==> src/rtl/game_pkg.sv <==
`default_nettype none
// ============================================================================
// Module   : game_pkg
// Purpose  : Shared game-state and fade-state encodings plus colour constants
//            used by the output compositor.
// Revision : 1.0 - initial release
// ============================================================================
package game_pkg;

   // Game states as driven by the game controller; any other code shows black.
   typedef enum logic [2:0] {
      ST_START = 3'd1,
      ST_PLAY  = 3'd2,
      ST_WIN   = 3'd3,
      ST_OVER  = 3'd4
   } game_state_t;

   // Fade sequencer states.
   typedef enum logic [1:0] {
      FS_IDLE     = 2'd0,
      FS_FADE_OUT = 2'd1,
      FS_FADE_IN  = 2'd2
   } fade_state_t;

   // Default bits per colour channel and number of channels per pixel.
   localparam int RGB_CH_W = 4;
   localparam int NUM_CH   = 3;

endpackage
`default_nettype wire

==> src/rtl/layer_priority_sel.sv <==
`default_nettype none
// ============================================================================
// Module   : layer_priority_sel
// Purpose  : Combinational lowest-index-wins select over masked layer
//            requests; returns the winning colour and a hit flag.
// Revision : 1.0 - initial release
// ============================================================================
module layer_priority_sel #(
   parameter int NUM_LAYERS = 8,
   parameter int RGB_W      = 12
) (
   input  logic [NUM_LAYERS-1:0]       req,
   input  logic [NUM_LAYERS-1:0]       mask,
   input  logic [NUM_LAYERS*RGB_W-1:0] rgb,
   output logic [RGB_W-1:0]            win_rgb,
   output logic                        hit
);

   // Scan from the lowest priority upward so the lowest enabled index wins last.
   always_comb begin
      win_rgb = '0;
      hit     = 1'b0;
      for (int i = NUM_LAYERS - 1; i >= 0; i--) begin
         if (req[i] && mask[i]) begin
            win_rgb = rgb[i*RGB_W +: RGB_W];
            hit     = 1'b1;
         end
      end
   end

endmodule
`default_nettype wire

==> src/rtl/layer_compositor.sv <==
`default_nettype none
// ============================================================================
// Module   : layer_compositor
// Purpose  : Two-stage per-pixel priority compositor with runtime layer mask
//            and an optional frame-timed fade-out/fade-in on state changes.
//            Optional feature macro: FADE_EN (fade FSM + stage-2 multiplier).
// Revision : 1.0 - initial release
// ============================================================================
module layer_compositor
   import game_pkg::*;
#(
   parameter int NUM_LAYERS = 8,
   parameter int COLOR_W    = RGB_CH_W,
   parameter int FADE_W     = 3
) (
   input  logic                                clk,
   input  logic                                reset,
   input  logic [2:0]                          game_state,
   input  logic                                frame_start,
   input  logic [NUM_LAYERS-1:0]               layer_dr,
   input  logic [NUM_LAYERS*NUM_CH*COLOR_W-1:0] layer_rgb,
   input  logic                                layer_mask_we,
   input  logic [NUM_LAYERS-1:0]               layer_mask_wdata,
   input  logic                                screen_dr,
   input  logic [NUM_CH*COLOR_W-1:0]           screen_rgb,
   input  logic [NUM_CH*COLOR_W-1:0]           background_rgb,
   output logic [COLOR_W-1:0]                  red_level,
   output logic [COLOR_W-1:0]                  green_level,
   output logic [COLOR_W-1:0]                  blue_level,
   output logic                                fade_busy
);

   localparam int RGB_W = NUM_CH * COLOR_W;

   logic [NUM_LAYERS-1:0] mask_q, mask_d;
   logic [RGB_W-1:0]      rgb1_q, rgb1_d;
   logic [RGB_W-1:0]      out_q, out_d;
   logic [2:0]            sel_state;
   logic [RGB_W-1:0]      win_rgb;
   logic                  win_hit;

   layer_priority_sel #(
      .NUM_LAYERS (NUM_LAYERS),
      .RGB_W      (RGB_W)
   ) u_sel (
      .req     (layer_dr),
      .mask    (mask_q),
      .rgb     (layer_rgb),
      .win_rgb (win_rgb),
      .hit     (win_hit)
   );

   // Mask register loads on the write strobe; stage 1 picks the pixel colour.
   always_comb begin
      mask_d = layer_mask_we ? layer_mask_wdata : mask_q;
      rgb1_d = '0;
      if (sel_state == ST_PLAY) begin
         rgb1_d = win_hit ? win_rgb : background_rgb;
      end else if (sel_state == ST_START || sel_state == ST_WIN || sel_state == ST_OVER) begin
         rgb1_d = screen_dr ? screen_rgb : '0;
      end
   end

   // Pixel pipeline and mask registers.
   always_ff @(posedge clk or posedge reset) begin
      if (reset) begin
         mask_q <= '1;
         rgb1_q <= '0;
         out_q  <= '0;
      end else begin
         mask_q <= mask_d;
         rgb1_q <= rgb1_d;
         out_q  <= out_d;
      end
   end

`ifdef FADE_EN
   localparam int LVL_W = FADE_W + 1;
   localparam logic [LVL_W-1:0] LVL_MAX = {1'b1, {FADE_W{1'b0}}};
   localparam logic [LVL_W-1:0] LVL_ONE = {{FADE_W{1'b0}}, 1'b1};

   fade_state_t      fstate_q, fstate_d;
   logic [LVL_W-1:0] level_q, level_d;
   logic [2:0]       shown_q, shown_d;
   logic             fade_busy_q, fade_busy_d;

   // Fade sequencer: dims to black, swaps the shown state, then brightens.
   always_comb begin
      fstate_d = fstate_q;
      level_d  = level_q;
      shown_d  = shown_q;
      case (fstate_q)
         FS_IDLE: begin
            if (game_state != shown_q) fstate_d = FS_FADE_OUT;
         end
         FS_FADE_OUT: begin
            if (frame_start) begin
               if (level_q == '0) begin
                  // Black frame: swap the displayed state and hold level 0.
                  shown_d  = game_state;
                  fstate_d = FS_FADE_IN;
               end else begin
                  level_d = level_q - LVL_ONE;
               end
            end
         end
         FS_FADE_IN: begin
            if (game_state != shown_q) begin
               // Reverse immediately from the current level.
               fstate_d = FS_FADE_OUT;
               if (frame_start && level_q != '0) level_d = level_q - LVL_ONE;
            end else if (frame_start) begin
               level_d = level_q + LVL_ONE;
               if (level_d == LVL_MAX) fstate_d = FS_IDLE;
            end
         end
         default: fstate_d = FS_IDLE;
      endcase
      fade_busy_d = (fstate_d != FS_IDLE);
   end

   // Fade state, level, displayed state and busy flag.
   always_ff @(posedge clk or posedge reset) begin
      if (reset) begin
         fstate_q    <= FS_IDLE;
         level_q     <= LVL_MAX;
         shown_q     <= 3'd0;
         fade_busy_q <= 1'b0;
      end else begin
         fstate_q    <= fstate_d;
         level_q     <= level_d;
         shown_q     <= shown_d;
         fade_busy_q <= fade_busy_d;
      end
   end

   assign sel_state = shown_q;
   assign fade_busy = fade_busy_q;

   // Stage 2: scale each channel by level / 2^FADE_W.
   for (genvar c = 0; c < NUM_CH; c++) begin : g_chan
      logic [COLOR_W+FADE_W:0] prod;
      assign prod = {{(FADE_W+1){1'b0}}, rgb1_q[c*COLOR_W +: COLOR_W]}
                  * {{COLOR_W{1'b0}}, level_q};
      assign out_d[c*COLOR_W +: COLOR_W] = COLOR_W'(prod >> FADE_W);
   end
`else
   logic unused_frame_start;

   // Displayed state follows game_state directly; level is fixed at full scale.
   assign sel_state          = game_state;
   assign out_d              = rgb1_q;
   assign fade_busy          = 1'b0;
   assign unused_frame_start = frame_start;
`endif

   assign red_level   = out_q[2*COLOR_W +: COLOR_W];
   assign green_level = out_q[1*COLOR_W +: COLOR_W];
   assign blue_level  = out_q[0 +: COLOR_W];

endmodule
`default_nettype wire

==> config.mk <==
export PLATFORM = sky130hd
export DESIGN_NAME = layer_compositor
export DESIGN_NICKNAME = d
export VERILOG_FILES = /design/src/rtl/game_pkg.sv /design/src/rtl/layer_priority_sel.sv /design/src/rtl/layer_compositor.sv
export SDC_FILE = /design/constraint.sdc
export NUM_CORES = 1
export LEC_CHECK = 0
export ABC_AREA = 1
export ABC_CLOCK_PERIOD_IN_PS = 2050
export CAP_MARGIN = 20
export CORE_ASPECT_RATIO = 0.7
export CORE_UTILIZATION = 50
export CTS_BUF_LIST = sky130_fd_sc_hd__clkbuf_8 sky130_fd_sc_hd__clkbuf_16
export CTS_CLUSTER_SIZE = 10
export DETAILED_ROUTE_END_ITERATION = 8
export DONT_BUFFER_PORTS = 1
export PLACE_DENSITY_LB_ADDON = 0.1
export SYNTH_ARGS = -nofsm -noshare
export SYNTH_HDL_FRONTEND = slang
export SYNTH_SLANG_ARGS = --single-unit
==> constraint.sdc <==
create_clock -name clk -period 2.05 [get_ports clk]
set_clock_uncertainty 0.1 [all_clocks]
set_input_delay 0.205 -clock clk [delete_from_list [all_inputs] [get_ports clk]]
set_output_delay 0.205 -clock clk [all_outputs]
set_load 0.005 [all_outputs]
==> key figures, run 1 <==
Timing
  – Final setup fails: 0
  – Worst setup margin: about 240 ps
  – RSZ-0062 raised after global routing: no
  – Final TNS setup: 0 ps
  – Tcrit/Tclk final: 0.885
  – Max frequency: approximately 0.55 GHz
  – Final hold vios: 0
  – Tmin final: 1810 ps
  – Max-slew violation count: 0
  – Worst hold slack: slightly above 30 ps

Die
  – Die Footprint: between 5000 and 6000 um^2
  – I/O pin total: between 150 and 200
  – Die X: just under 90 um
  – Core ar.: around 4900 um^2
  – Site row count: 21
  – Die Ht: ~62 um
  – Initial Util: 0.531

Detailed routing
  – Post-route ant nets: 0
  – TritonRoute pass-1 iters: 4
  – WL met1: around 3000 um
  – Routed WL: 7080 um
  – Metal2 WL: 3410 um
  – DRC: 0
  – DR WL/cell: ~14 um
  – DR top layer: met4
  – Via Count: around 2600
  – 1st-iter DRT viols: between 80 and 90
  – Met3 wire len: between 500 and 600 um
  – Drt via density: approximately 5.0

Global route
  – Congestion Overflow GR: 0
  – Largest net degree at the start of global routing: 26
  – First-pass GRT wire length: ~11000 um
  – Initial antenna violation count: 0
  – Vias in the first global route: 2376
  – Overall routing resource usage: 0.258

Yosys
  – Post-synth top area share: 0.261
  – #FFs+latches synth: 32
  – Ys Warns: 0
  – Seq/Total Area, Yosys: 0.314
  – Post-Syn Instances: 424
  – Synth Cell Area: between 2000 and 3000 um^2
  – Synth Area per Inst: 6.08 um^2
  – Distinct cells, synth: 22
  – Yosys top cell by area: nand2_1
  – Syn Nets: around 570
  – Top post-synthesis cells by area: nand2_1 (26%), dfrtp_1 (23%), dfstp_2 (8.2%)

Critical path
  – Cells along the critical path: nand2_2 > nor2_1 > nor2_1 > nand2_1 > a21oi_1 > o21ai_1 > nand2_1 > nand2_1 > nand2_1
  – Slowest-stage cell, CP: dfstp_2
  – Crit. End Element: flip-flop
  – Max stage delay on crit path: between 600 and 700 ps
  – Crit path max fanout: 14
  – Worst reg2reg path endpoint: out_d[10]
  – CP endpoint: out_d[10]
  – FF-to-FF path depth: 9
  – Origin of the worst setup path: mask_q[6]
  – Most common cell on crit path: nand2_1
  – Critical Path AT: roughly 1900 ps
  – Reg2reg start: mask_q[6]
  – Critical path class: reg2reg
  – Worst path required time: approximately 2100 ps
  – FF-to-FF setup slack: approximately 240 ps
  – Critical Path Source Type: flip-flop

Clock tree
  – TritonCTS clock tree: yes
  – CTS Buf Count: 5
  – CTS Root Cell: clkbuf_8
  – Post_cts resized: 0
  – Worst-skew pair later-pin latency: between 200 and 300 ps
  – CTS sink cnt: 32
  – CTS max path bufs: 2
  – # H-tree levels: 2
  – Worst-path clk slew: 70 ps

Outcome
  – Status: finished clean

Placement
  – Placement Setup Slack: between 200 and 250 ps
  – DPL Wire Length: 5310 um
  – DP Area: around 2600 um^2
  – Port buffer count: 0
  – GPL Wtd Cong: 0.831

Finish
  – Multi-input logic area: between 1000 and 1500 um^2
  – Post-route cell area: 2980 um^2
  – Nets: around 590
  – Area Overhead vs Synth: 15.4%
  – Storage element area: ~810 um^2
  – # fillers: around 490
  – Antenna Cells: 0
  – Layout cells sized above 1: 0.144

Pwr
  – Total power: between 1.5 and 2 mW
  – Lkg Pwr: about 1.7 nW
  – Pwr Density: slightly above 600 nW/um^2
  – Worst vdd ir: between 0.2 and 0.3 mV

Min path
  – Hold Path Class: in2reg

Flow run
  – Maxcap violations: 0
synthesized netlist by cell type:
| library cell | number |
|---|---|
| mux2_2 | 8 |
| nor2_2 | 1 |
| clkbuf_1 | 4 |
| a21oi_1 | 2 |
| nor2_1 | 51 |
| dfrtp_1 | 24 |
| buf_4 | 5 |
| inv_2 | 4 |
| o21ai_1 | 2 |
| o21ai_0 | 12 |
| nor3b_1 | 1 |
| nand3_2 | 8 |
| nand3_1 | 38 |
| inv_1 | 39 |
| or2_2 | 12 |
| buf_2 | 11 |
| conb_1 | 1 |
| dfstp_2 | 8 |
| buf_6 | 3 |
| nand2_1 | 179 |
| nand2_2 | 10 |
| nand4_1 | 1 |
routing by layer:
metal / GRT usage / vias to the layer above
met3: 0.0634 / 6
li1: - / 1322
met4: 0.0585 / 0
met2: 0.445 / 108
met1: 0.333 / 1146
met5: 0 / -
per-stage QoR:
| stage | utilization | std cells |
|---|---|---|
| 2_1_floorplan | - | 424 |
| 3_3_place_gp | 0.528 | 476 |
| 3_5_place_dp | 0.528 | 476 |
| 4_1_cts | 0.612 | 514 |
| 5_1_grt | 0.612 | 514 |
| 6_report | 0.612 | 514 |
where the power goes:
part           leakage (nW)  switching [mW]  total, mW  internal (mW)
Clock                0.0593           0.234      0.589          0.355
Sequential            0.403          0.0451      0.743          0.698
Combinational          1.23           0.296      0.517          0.221
Total                  1.69           0.575       1.85           1.27
worst max-delay path, delay by kind of cell (launching register included):
family | cells | cell delay (ps)
simple gates | 7 | 730
flops | 1 | 670
compound gates | 2 | 200
worst min path at each step:
stage	startpoint	to	slack, ps	cells past startpoint
6_report	background_rgb[4]	out_d[4]	30	4
3_5_place_dp	reset	out_q[11]	-50	1
3_3_place_gp	reset	out_q[1]	-60	1
2_1_floorplan	reset	out_d[0]	220	1
5_1_grt	background_rgb[7]	out_d[7]	40	4
4_1_cts	background_rgb[8]	out_d[8]	20	4
placed cells by master, fill, tap and decap left out:
cell	netlist	routed
nand2_1	179	179
nor2_1	51	51
inv_1	39	40
nand3_1	38	38
dlygate4sd3_1	0	30
dfrtp_1	24	24
or2_2	12	12
o21ai_0	12	12
nand2_2	10	10
mux2_2	8	8
nand3_2	8	8
dfstp_2	8	8
buf_4	5	6
clkbuf_8	0	5
inv_2	4	4
a21oi_1	2	2
o21ai_1	2	2
nor2_2	1	1
nand4_1	1	1
nor3b_1	1	1
conb_1	1	1
bufinv_16	0	1
clkinv_2	0	1
layout make-up:
| type | count | share of cell area |
|---|---|---|
| clock buffers | 5 | 0.0231 |
| clock inverters | 3 | 0.0130 |
| inverters | 43 | 0.0542 |
| multi-input cells | 326 | 0.492 |
| flip-flops and latches | 32 | 0.272 |
| well taps | 69 | 0.0290 |
| repair buffers | 36 | 0.116 |
logic make-up after synthesis:
kind of cell,synth area share
other,0.00145
flip-flops,0.314
multiplexers,0.0349
AO/OA/AOI/OAI,0.0311
AND/OR/NAND/NOR,0.501
buffers and inverters,0.117
flip-flops by register name (all words and copies together) (netlist names):
| name | flops |
|---|---|
| mask_q | 8 |
| out_d | 12 |
| out_q | 12 |
repair_timing:
action,in CTS,in global routing
endpoints found under the hold margin,27,0
setup buffers,0,0
hold buffers,30,0
(Power assumes the default switching activity.)
==> run 2, diff against run 1 <==
- ABC_CLOCK_PERIOD_IN_PS: 2050 -> 1520
- PLACE_DENSITY: not set -> 0.73
- PLACE_DENSITY_LB_ADDON: 0.1 -> not set
- clock period: 2.05 -> 1.52 ns (I/O delays scaled with it)
==> run 2 against run 1 <==
The run now ends with setup timing left. Total power is 46% higher. Hold slack got worse by 8.8 ps. Design area grew 15%. Combinational power increased by 74%. Via count grew 9.6%. Routed wire length rose by 15%. Critical path type unchanged. Worst setup slack got worse by 370 ps. Die area unchanged. Register-to-register slack lost 370 ps. Core utilization is 8.9 points higher. Final cell count grew 5.3%. Sequential cell count is the same. Highest routed layer unchanged.
==> key figures, run 2 (synthesis results as in run 1) <==
Finish
  – Layout cells sized above 1: 0.206
  – Highest-count cells in the layout ignoring fill and taps: nand2_1 (175), nor2_1 (48), inv_1 (39), dlygate4sd3_1 (39), nand3_1 (31)
  – Post-Route Utilization: 0.701
  – Storage element area: between 800 and 900 um^2
  – Antenna Cells: 0
  – Area Overhead vs Synth: 32.2%
  – Nets: about 620
  – Multi-input logic area: 1580 um^2
  – Most common cell after layout, fill and taps aside: nand2_1
  – # fillers: 425

Die
  – Die X: between 80 and 90 um
  – Die Footprint: around 5500 um^2
  – I/O pin total: about 160
  – Initial Util: 0.531
  – Site row count: 21
  – Core ar.: ~4900 um^2
  – Die Ht: between 60 and 70 um

Timing
  – RSZ-0062 raised after global routing: yes
  – Final setup fails: 12
  – Tcrit/Tclk final: 1.09
  – Worst setup margin: -132 ps
  – Tmin final: approximately 1700 ps
  – Final hold vios: 0
  – Max frequency: a little over 0.6 GHz
  – Max-slew violation count: 0

Clock tree
  – CTS Buf Count: 5
  – Worst-path clk slew: roughly 80 ps
  – # H-tree levels: 2
  – Worst-skew pair later-pin latency: just under 300 ps
  – CTS Root Cell: clkbuf_8
  – TritonCTS clock tree: yes
  – CTS max path bufs: 2
  – CTS sink cnt: 32

Detailed routing
  – Routed WL: roughly 8100 um
  – DRC: 0
  – 1st-iter DRT viols: about 150
  – Post-route ant nets: 0
  – TritonRoute pass-1 iters: 5
  – DR WL/cell: ~15 um
  – Drt via density: ~5.2
  – Via Count: 2829

Placement
  – Placement Setup Slack: -131 ps
  – Port buffer count: 0
  – GPL Wtd Cong: about 0.80
  – DPL Wire Length: approximately 5400 um

Min path
  – WHS Endpoint: out_d[10]
  – Hold_sp: background_rgb[10]
  – Hold Path Class: in2reg
  – Hold Path Depth: 4

Global route
  – Initial antenna violation count: 0
  – Congestion Overflow GR: 0
  – Largest net degree at the start of global routing: 33
  – First-pass GRT wire length: roughly 12000 um
  – Overall routing resource usage: 0.283
  – Vias in the first global route: around 2600

Pwr
  – Worst vdd ir: 0.533 mV
  – Pwr Density: 794 nW/um^2
  – Lkg Pwr: roughly 1.9 nW

Critical path
  – Crit path max fanout: 7
  – Worst reg2reg path endpoint: out_d[0]
  – FF-to-FF setup slack: -130 ps
  – Crit. End Element: flip-flop
  – FF-to-FF path depth: 13
  – Reg2reg start: mask_q[6]
  – Critical Path AT: about 1800 ps
  – Critical Path Source Type: flip-flop
  – Worst path required time: 1640 ps
  – Critical path class: reg2reg

Outcome
  – Failing checks: setup timing
  – Status: finished, violations left

Flow run
  – Maxcap violations: 0
[run 2: repair_timing]
item,in CTS,in global routing
hold buffers,39,0
setup buffers,4,0
resized for setup,16,13
endpoints found under the setup margin,12,12
hold endpoints to repair,44,0
pin swaps,2,4
cloned,1,0
[run 2: routing by layer]
layer,part of all wire,up-vias,track usage
li1,-,1380,-
met5,0,-,0
met3,0.092,17,0.0727
met4,0.020,0,0.0890
met1,0.40,1285,0.341
met2,0.48,147,0.505
[run 2: worst max path at each step]
| stage | depth (start not counted) | slack, ps | from | end |
|---|---|---|---|---|
| after floorplan | 10 | 50 | mask_q[4] | out_d[10] |
| after global placement | 12 | -110 | mask_q[6] | out_d[6] |
| after detailed placement | 12 | -130 | mask_q[6] | out_d[6] |
| after CTS | 12 | -60 | mask_q[4] | out_d[6] |
| after global routing | 13 | -230 | mask_q[6] | out_d[3] |
| final | 13 | -130 | mask_q[6] | out_d[0] |
[run 2: worst max-delay path, cell delays in order, from the launching register on]
cell and delay [ps]:
dfstp_2 580, buf_4 150, nand2_8 70, nand2_1 80
nand3_1 70, nand2_1 80, nand2_1 60, nand2_1 70
nand2_1 60, nand2_1 60, nand2_1 50, nand2_1 50
nand2_1 40, nand2_1 70
[run 2: cell type report]
class                      count  area share
multi-input combinational    327       0.465
clock inverter                 3      0.0125
tap                           69      0.0253
sequential                    32       0.238
clock buffer                   5      0.0202
inverter                      43      0.0481
timing repair buffer          62       0.192
[run 2: stage by stage]
| stage | instance area [um^2] | hold WS, ps | cells | total power [mW] | setup TNS, ps |
|---|---|---|---|---|---|
| 6_report | 3410 | 21.8 | 541 | 2.71 | -869 |
| 5_1_grt | 3410 | 46.8 | 541 | 2.88 | -2230 |
| 4_1_cts | 3350 | 14.7 | 541 | 2.68 | -412 |
| 3_5_place_dp | 2730 | 59.5 | 489 | 1.71 | -1290 |
| 3_3_place_gp | 2730 | 47.2 | 489 | 1.68 | -998 |
| 2_1_floorplan | 2580 | 162 | 424 | 1.54 | 0 |
[run 2: power by group]
part	switching [mW]	internal (mW)
combinational	0.484	0.415
clock	0.339	0.485
sequential	0.0449	0.940
total	0.868	1.84
